===== config.mk =====
export PLATFORM = sky130hd
export DESIGN_NAME = nes_pad_reader
export DESIGN_NICKNAME = d
export VERILOG_FILES = /design/src/rtl/nes_pad_reader_pkg.sv /design/src/rtl/pad_shift_channel.sv /design/src/rtl/nes_pad_reader.sv
export SDC_FILE = /design/constraint.sdc
export NUM_CORES = 1
export LEC_CHECK = 0
export ABC_AREA = 1
export BUFFER_PORTS_ARGS = -buffer_cell sky130_fd_sc_hd__buf_2
export CAP_MARGIN = 40
export CORE_ASPECT_RATIO = 1.2
export CORE_MARGIN = 5
export CORE_UTILIZATION = 25
export CTS_CLUSTER_SIZE = 14
export DETAILED_ROUTE_END_ITERATION = 12
export HOLD_SLACK_MARGIN = 0.03
export MAX_ROUTING_LAYER = met4
export PLACE_DENSITY = 0.41
export RECOVER_POWER = 25
export SLEW_MARGIN = 20
export SYNTH_ARGS = -nofsm -noshare
export SYNTH_HDL_FRONTEND = slang
export SYNTH_SLANG_ARGS = --single-unit

===== constraint.sdc =====
create_clock -name clk -period 1.3 [get_ports clk]
set_input_delay 0.26 -clock clk [delete_from_list [all_inputs] [get_ports clk]]
set_output_delay 0.26 -clock clk [all_outputs]
set_load 0.02 [all_outputs]

===== src/rtl/nes_pad_reader_pkg.sv =====
// nes_pad_reader_pkg: shared FSM encoding and controller button bit positions.
package nes_pad_reader_pkg;

    typedef enum logic [2:0] {
        IDLE,
        LATCH,
        SHIFT_HI,
        SHIFT_LO,
        DONE
    } state_t;

    // NES order as shifted out of the pad; SNES continues with the extras.
    localparam int BTN_A      = 0;
    localparam int BTN_B      = 1;
    localparam int BTN_SELECT = 2;
    localparam int BTN_START  = 3;
    localparam int BTN_UP     = 4;
    localparam int BTN_DOWN   = 5;
    localparam int BTN_LEFT   = 6;
    localparam int BTN_RIGHT  = 7;
    localparam int BTN_SNES_A = 8;
    localparam int BTN_SNES_X = 9;
    localparam int BTN_L      = 10;
    localparam int BTN_R      = 11;

endpackage


===== src/rtl/pad_shift_channel.sv =====
// pad_shift_channel: per-pad synchroniser, bit capture register and published
// held/pressed vectors.
module pad_shift_channel
    import nes_pad_reader_pkg::*;
#(
    parameter int PAD_BITS = 8,
    parameter int IDX_W    = 3
) (
    input  logic                clk,
    input  logic                rst_n,
    input  logic                data,
    input  logic                sample,
    input  logic                publish,
    input  logic [IDX_W-1:0]    idx,
    output logic [PAD_BITS-1:0] buttons,
    output logic [PAD_BITS-1:0] pressed
);

    logic [1:0]          sync;
    logic [PAD_BITS-1:0] cap;
    logic [PAD_BITS-1:0] next_cap;

    // The final bit is folded in combinationally so buttons update with valid.
    always_comb begin
        next_cap      = cap;
        next_cap[idx] = ~sync[1];
    end

    always_ff @(posedge clk) begin
        if (!rst_n) begin
            sync    <= 2'b11;
            cap     <= '0;
            buttons <= '0;
            pressed <= '0;
        end else begin
            sync <= {sync[0], data};
            if (sample)
                cap <= next_cap;
            if (publish) begin
                buttons <= next_cap;
                pressed <= next_cap & ~buttons;
            end
        end
    end

endmodule


===== src/rtl/nes_pad_reader.sv =====
// nes_pad_reader: reads NUM_PADS serial NES/SNES pads on a shared latch/clock
// after each trigger and publishes held and newly-pressed buttons.
module nes_pad_reader
    import nes_pad_reader_pkg::*;
#(
    parameter int NUM_PADS = 1,
    parameter int PAD_BITS = 8,
    parameter int CLK_DIV  = 150
) (
    input  logic                         clk,
    input  logic                         rst_n,
    input  logic                         trigger,
    input  logic [NUM_PADS-1:0]          pad_data,
    output logic                         pad_latch,
    output logic                         pad_clk,
    output logic [NUM_PADS*PAD_BITS-1:0] buttons,
    output logic [NUM_PADS*PAD_BITS-1:0] pressed,
    output logic                         valid,
    output logic                         busy,
    output logic                         overrun
);

    localparam int CNT_W = $clog2(2 * CLK_DIV);
    localparam int IDX_W = PAD_BITS > 1 ? $clog2(PAD_BITS) : 1;

    state_t           state;
    logic [CNT_W-1:0] cnt;
    logic [IDX_W-1:0] idx;
    logic             half_end;
    logic             latch_end;
    logic             last_bit;
    logic             sample;
    logic             publish;

    assign half_end  = cnt == CNT_W'(CLK_DIV - 1);
    assign latch_end = cnt == CNT_W'(2 * CLK_DIV - 1);
    assign last_bit  = idx == IDX_W'(PAD_BITS - 1);
    assign sample    = state == SHIFT_HI && half_end;
    assign publish   = sample && last_bit;

    always_ff @(posedge clk) begin
        if (!rst_n) begin
            state     <= IDLE;
            cnt       <= '0;
            idx       <= '0;
            pad_latch <= 1'b0;
            pad_clk   <= 1'b1;
            valid     <= 1'b0;
            busy      <= 1'b0;
            overrun   <= 1'b0;
        end else begin
            cnt   <= cnt + 1'b1;
            valid <= 1'b0;
            if (trigger && busy)
                overrun <= 1'b1;
            case (state)
                IDLE: begin
                    cnt <= '0;
                    if (trigger) begin
                        state     <= LATCH;
                        pad_latch <= 1'b1;
                        busy      <= 1'b1;
                    end
                end
                LATCH: if (latch_end) begin
                    state     <= SHIFT_HI;
                    cnt       <= '0;
                    idx       <= '0;
                    pad_latch <= 1'b0;
                end
                SHIFT_HI: if (half_end) begin
                    cnt <= '0;
                    if (last_bit) begin
                        state <= DONE;
                        valid <= 1'b1;
                    end else begin
                        state   <= SHIFT_LO;
                        pad_clk <= 1'b0;
                    end
                end
                SHIFT_LO: if (half_end) begin
                    state   <= SHIFT_HI;
                    cnt     <= '0;
                    idx     <= idx + 1'b1;
                    pad_clk <= 1'b1;
                end
                DONE: begin
                    state <= IDLE;
                    busy  <= 1'b0;
                end
                default: state <= IDLE;
            endcase
        end
    end

    for (genvar p = 0; p < NUM_PADS; p++) begin : g_pad
        pad_shift_channel #(
            .PAD_BITS(PAD_BITS),
            .IDX_W   (IDX_W)
        ) u_channel (
            .clk    (clk),
            .rst_n  (rst_n),
            .data   (pad_data[p]),
            .sample (sample),
            .publish(publish),
            .idx    (idx),
            .buttons(buttons[p*PAD_BITS +: PAD_BITS]),
            .pressed(pressed[p*PAD_BITS +: PAD_BITS])
        );
    end

endmodule


==> results of run 1 <==
-- cells in the final DEF (no fill, tap or decap), drive strengths merged, types with 2 or more instances in the layout --
| cell | netlist | routed |
|---|---|---|
| nand2 | 95 | 95 |
| buf | 4 | 62 |
| dfxtp | 46 | 46 |
| inv | 41 | 40 |
| nor2 | 37 | 37 |
| a21oi | 29 | 29 |
| nand3 | 21 | 21 |
| o21ai | 7 | 7 |
| clkbuf | 3 | 5 |
| nand4 | 4 | 4 |
| ha | 4 | 4 |
| o21bai | 3 | 3 |
| xor2 | 3 | 3 |
| clkinvlp | 0 | 2 |
| or2 | 2 | 2 |
| nor3 | 2 | 2 |
| nor3b | 2 | 2 |
| clkinv | 0 | 2 |
-- what timing repair did --
item	in CTS	in global routing
setup endpoints to repair	35	42
gates resized for setup	14	26
buffers inserted	1	1
hold endpoints to repair	0	0
pin swaps	1	7
-- worst max-delay path, stage by stage (launching register included) --
cell	delay, ps
dfxtp_2	340
inv_2	60
ha_4	120
nand2_4	50
nor2_4	150
nand2_4	80
nor2_4	120
inv_2	60
buf_12	140
nand2_1	50
a21oi_1	50
-- layout make-up --
type | instances | area, um^2
clock buffers | 5 | 68.82
well taps | 114 | 142.6
repair buffers | 62 | 455.4
clock inverters | 3 | 21.27
multi-input cells | 212 | 1151
flip-flops and latches | 46 | 928.4
inverters | 41 | 157.7
fillers | 933 | 5273
-- through the flow --
| step | hold WS [ps] | utilization [%] |
|---|---|---|
| final | 136.1 | 35.68 |
| after global placement | 397.1 | 32.86 |
| after detailed placement | 402.8 | 32.86 |
| after global routing | 125.0 | 35.68 |
| after CTS | 126.1 | 34.63 |
| after floorplan | 366.6 | - |
-- report_power, final --
part | internal, mW | total (mW) | leakage (nW) | switching [mW]
logic | 0.296 | 0.727 | 0.957 | 0.431
registers | 1.48 | 1.54 | 0.374 | 0.0565
clock network | 0.379 | 0.894 | 0.0441 | 0.516
total | 2.16 | 3.16 | 1.38 | 1.00
-- sequential cells by signal, summed over array words and instances (netlist names) --
register	flops
busy	1
g_pad.u_channel.sync	2
idx	3
pad_latch	1
g_pad.u_channel.cap	8
g_pad.u_channel.pressed	8
valid	1
cnt	9
pad_clk	1
state	3
overrun	1
g_pad.u_channel.buttons	8
-- final timing paths --
path,startpoint,endpoint,slack [ps],depth (start not counted)
min reg2reg,g_pad[0].u_channel.sync[0]$_SDFF_PN1_,g_pad[0].u_channel.sync[1]$_SDFF_PN1_,420,1
min,pad_data,g_pad[0].u_channel.sync[0]$_SDFF_PN1_,140,2
max,cnt[1]$_SDFF_PN0_,g_pad[0].u_channel.pressed[2]$_SDFFE_PN0P_,-50,10
max reg2reg,cnt[1]$_SDFF_PN0_,g_pad[0].u_channel.pressed[2]$_SDFFE_PN0P_,-50,10
-- cells by family after synthesis --
family | synth area share [%]
simple gates | 33.47
flops | 43.37
compound gates | 10.25
buf+inv | 9.311
fa+ha+maj | 2.357
xor+xnor | 1.238
-- per-layer routing --
layer / GRT usage, % / vias to the layer above / share of wire [%]
met5: - / - / 0
met4: 4.528 / 0 / 1.9
met3: 2.444 / 11 / 3.8
met2: 19.00 / 29 / 49
met1: 11.92 / 888 / 45
li1: - / 1086 / -
==> results.cfg, run 1 <==
[setup_path]
worstSetupEndpointType = flop
critical_path_class = reg -> reg
cp-start-kind = flop
cp_data_arrival_time_ps = 1550
path_max_fanout = 14
required_ps = 1500

[yosys]
yosysTopAreaCell = dfxtp_1
syn_area_per_cell_um2 = 6.939
synth_cell_types = 25
yosysMostFrequentCell = nand2_1
synthesis.nets = 314
synth_commonest_cells = nand2_1, dfxtp_1, inv_1
yosysWarnings = 0
synth-seq-area-share_pct = 43.37
synthArstFlopShare_pct = 0
synth-seq-cells = 46
syn_area_um2 = 2123
yosysTopAreaCellShare_pct = 43.37
synth_area_leaders = dfxtp_1, nand2_1, a21oi_1
synth_ff_type = dfxtp_1
synth_edf_count = 0
postSynthCellCount = 306

[timing]
fin_crit_ps = 1354
slew_headroom_pct = 81.83
finalWorstSetupSlack_ps = -53.77
finalHoldViolCount = 0
grt_setup_unrepaired = yes
max_freq_mhz = 738.7
tightest_slew_ps = 269.7
setup_viol = 27
finClkSkew_ps = 9.967
fin_crit_sh_pct = 104.1
finalMaxSlewViolations = 0
fin_tns_setup_ps = -996.2

[power]
ir_drop_v = 0.0004097
p_total_mw = 3.163
power.density_nw_per_um2 = 1081
p_leak_nw = 1.376

[global_routing]
grt_pass1_wl_um = 8963
grt_max_degree = 33
grt_remaining_overflow = 0
antenna_found_initial = 0
grt_pass1_vias = 1989
grt_usage_pct = 10.97

[detailed_routing]
drc = 0
vias = 2014
vias_per_cell = 4.170
drt_iter0_markers = 51
firstDrtPassIters = 4
wl_um = 5239
ant_nets = 0
routedWlPerCell_um = 10.85

[placed_design]
dp_hpwl_um = 3890
dp_cells = 473
placed_area_um2 = 2694
routabilityCongestion = 0.7670
pre_cts_slack_ps = -141.1
io_buffers = 24

[floorplanning]
fp.dieArea_um2 = 10440
num_rows = 36
ioPinCount = 25
start_util_pct = 25.90
core_area_um2 = 8198
die_h_um = 111.0
die_w_um = 94.13

[outcome]
status = complete, but fails checks
violations = setup timing

[clocking]
cts_buffers = 5
cts_tree = built
postCtsHoldBufs = 0
clk_latency_ps = 300
clock-sinks = 46
cts_root_buf = clkbuf_8
path_clk_slew_ps = 90
clk_path_buf_depth = 2
cts_max_level = 2

[final_layout]
drive_above_1_share_pct = 32.79
antenna_cells = 0
syn_to_final_growth_pct = 37.77
finalNetCount = 376
fin_area_um2 = 2925
stdcell_count = 483

[flow_run]
cap_violations = 0

[hold_path]
min_path_type = in -> reg
Note: power is estimated with default switching activity, not from simulation.
==> run 2: changes to the inputs <==
- SETUP_SLACK_MARGIN: not set -> 0.15
==> results.cfg, run 2 (synthesis gave the netlist of run 1 again) <==
[final_layout]
finalNetCount = 372
antenna_cells = 0
final_common_cell = nand2_1
drive_above_1_share_pct = 33.70
final_cell_mix = nand2_1, dfxtp_1, buf_4, inv_1, nor2_1
stdcell_count = 479
syn_to_final_growth_pct = 40.72
top_register = cnt
largest_reg_flops = 9

[clocking]
cts_root_buf = clkbuf_8
clock-sinks = 46
cts_buffers = 5
path_clk_slew_ps = 100
postCtsHoldBufs = 0
clk_path_buf_depth = 2
clk_latency_ps = 300
cts_tree = built
cts_max_level = 2

[floorplanning]
core_area_um2 = 8198
fp.dieArea_um2 = 10440
num_rows = 36
die_h_um = 111.0
start_util_pct = 25.90
ioPinCount = 25
die_w_um = 94.13

[global_routing]
grt_max_degree = 33
grt_pass1_vias = 1917
grt_usage_pct = 10.75
antenna_found_initial = 0
grt_remaining_overflow = 0
grt_pass1_wl_um = 8928

[timing]
finClkSkew_ps = 10.04
slew_headroom_pct = 81.56
fin_crit_sh_pct = 102.3
tightest_slew_ps = 275.8
finalHoldViolCount = 0
max_freq_mhz = 751.8
fin_tns_setup_ps = -228.7
finalWorstSetupSlack_ps = -30.06
grt_setup_unrepaired = yes
finalMaxSlewViolations = 0
finalHoldWorstSlack_ps = 132.9
fin_crit_ps = 1330
setup_viol = 14

[setup_path]
critPathBufInv = 0
path_max_fanout = 6
cp-start-kind = flop
slowest_delay_ps = 380
required_ps = 1500
worstPathCellList = ha_2 > nand2_2 > nor2_4 > nand2_1 > nand2_2 > nand3_4 > nand2_4 > nor2_1
crit_family = simple AND/OR/NAND/NOR gates
critical_path_class = reg -> reg
cp_common_cell = nand2_2
worstSetupEndpointType = flop
cp_data_arrival_time_ps = 1530
crit_slowest_cell = dfxtp_4
rrSetupSlack_ps = -30

[outcome]
violations = setup timing
status = complete, but fails checks

[power]
p_leak_nw = 1.422
p_total_mw = 3.145
p_clk_share_pct = 28.7
power_frac_comb_pct = 22.4
ir_drop_v = 0.0003987
power.switching_mw = 1.002
p_int_mw = 2.143
seqPwrFrac_pct = 48.9
power.density_nw_per_um2 = 1052
switching_share_pct = 31.86

[placed_design]
io_buffers = 24
dp_cells = 471
dp_hpwl_um = 3863
routabilityCongestion = 0.7543

[detailed_routing]
routedWlPerCell_um = 10.68
wl_met1_um = 2367
drc = 0
wl_met2_um = 2568
firstDrtPassIters = 4
wl_um = 5117
vias_per_cell = 4.125
drt_iter0_markers = 72
vias = 1976
routed-wl-met3_um = 117
top_layer = met4
ant_nets = 0

[hold_path]
min_path_type = in -> reg

[flow_run]
cap_violations = 0
## run 2: cell types whose count changed in the layout (fill, tap and decap cells not counted), moves of 2 or more
cell,before,now
a21oi_1,25,19
a21oi_2,4,10
buf_2,24,18
nand2_2,14,8
nand2_4,4,9
clkbuf_1,0,2
inv_4,0,2
o21ai_0,5,3
o21ai_1,1,3
## run 2: metrics by stage
step	worst slack, ps	util, %	area [um^2]
final	-30.06	36.45	2988
after detailed placement	-92.99	32.92	2699
after CTS	-29.72	34.74	2848
after global routing	-139.9	36.45	2988
after global placement	-62.33	32.92	2699
after floorplan	13.84	-	2187
## run 2: metal layers
| layer | vias up | GRT usage [%] |
|---|---|---|
| met3 | 6 | 2.037 |
| met5 | - | - |
| met2 | 19 | 18.29 |
| li1 | 1074 | - |
| met1 | 877 | 12.85 |
| met4 | 0 | 2.890 |
## run 2: path summary, 6_finish.rpt
check | start | to | cells after the start
worst min-delay path | pad_data | g_pad[0].u_channel.sync[0]$_SDFF_PN1_ | 2
worst max register to register | cnt[0]$_SDFF_PN0_ | cnt[8]$_SDFF_PN0_ | 8
worst min register to register | g_pad[0].u_channel.sync[0]$_SDFF_PN1_ | g_pad[0].u_channel.sync[1]$_SDFF_PN1_ | 1
worst max-delay path | cnt[0]$_SDFF_PN0_ | cnt[8]$_SDFF_PN0_ | 8
## run 2: power by group through the flow
stage	combinational [mW]	clock (mW)	sequential, mW
detailed placement	0.638	0	1.57
finish	0.705	0.901	1.54
floorplan	0.393	0	1.59
CTS	0.696	0.961	1.54
global placement	0.636	0	1.56
global route	0.798	1.02	1.55
## run 2: final cells by class
class / count / area, um^2
inverters: 41 / 185.2
clock inverters: 3 / 21.27
multi-input cells: 212 / 1214
clock buffers: 5 / 68.82
flip-flops and latches: 46 / 932.1
repair buffers: 58 / 424.2
well taps: 114 / 142.6
fillers: 898 / 5210
## run 2: what timing repair did
item                       CTS  global route
resized for setup           19            41
setup endpoints to repair   42            47
pin swaps                   11            12
buffers inserted             0             0
hold endpoints to repair     0             0
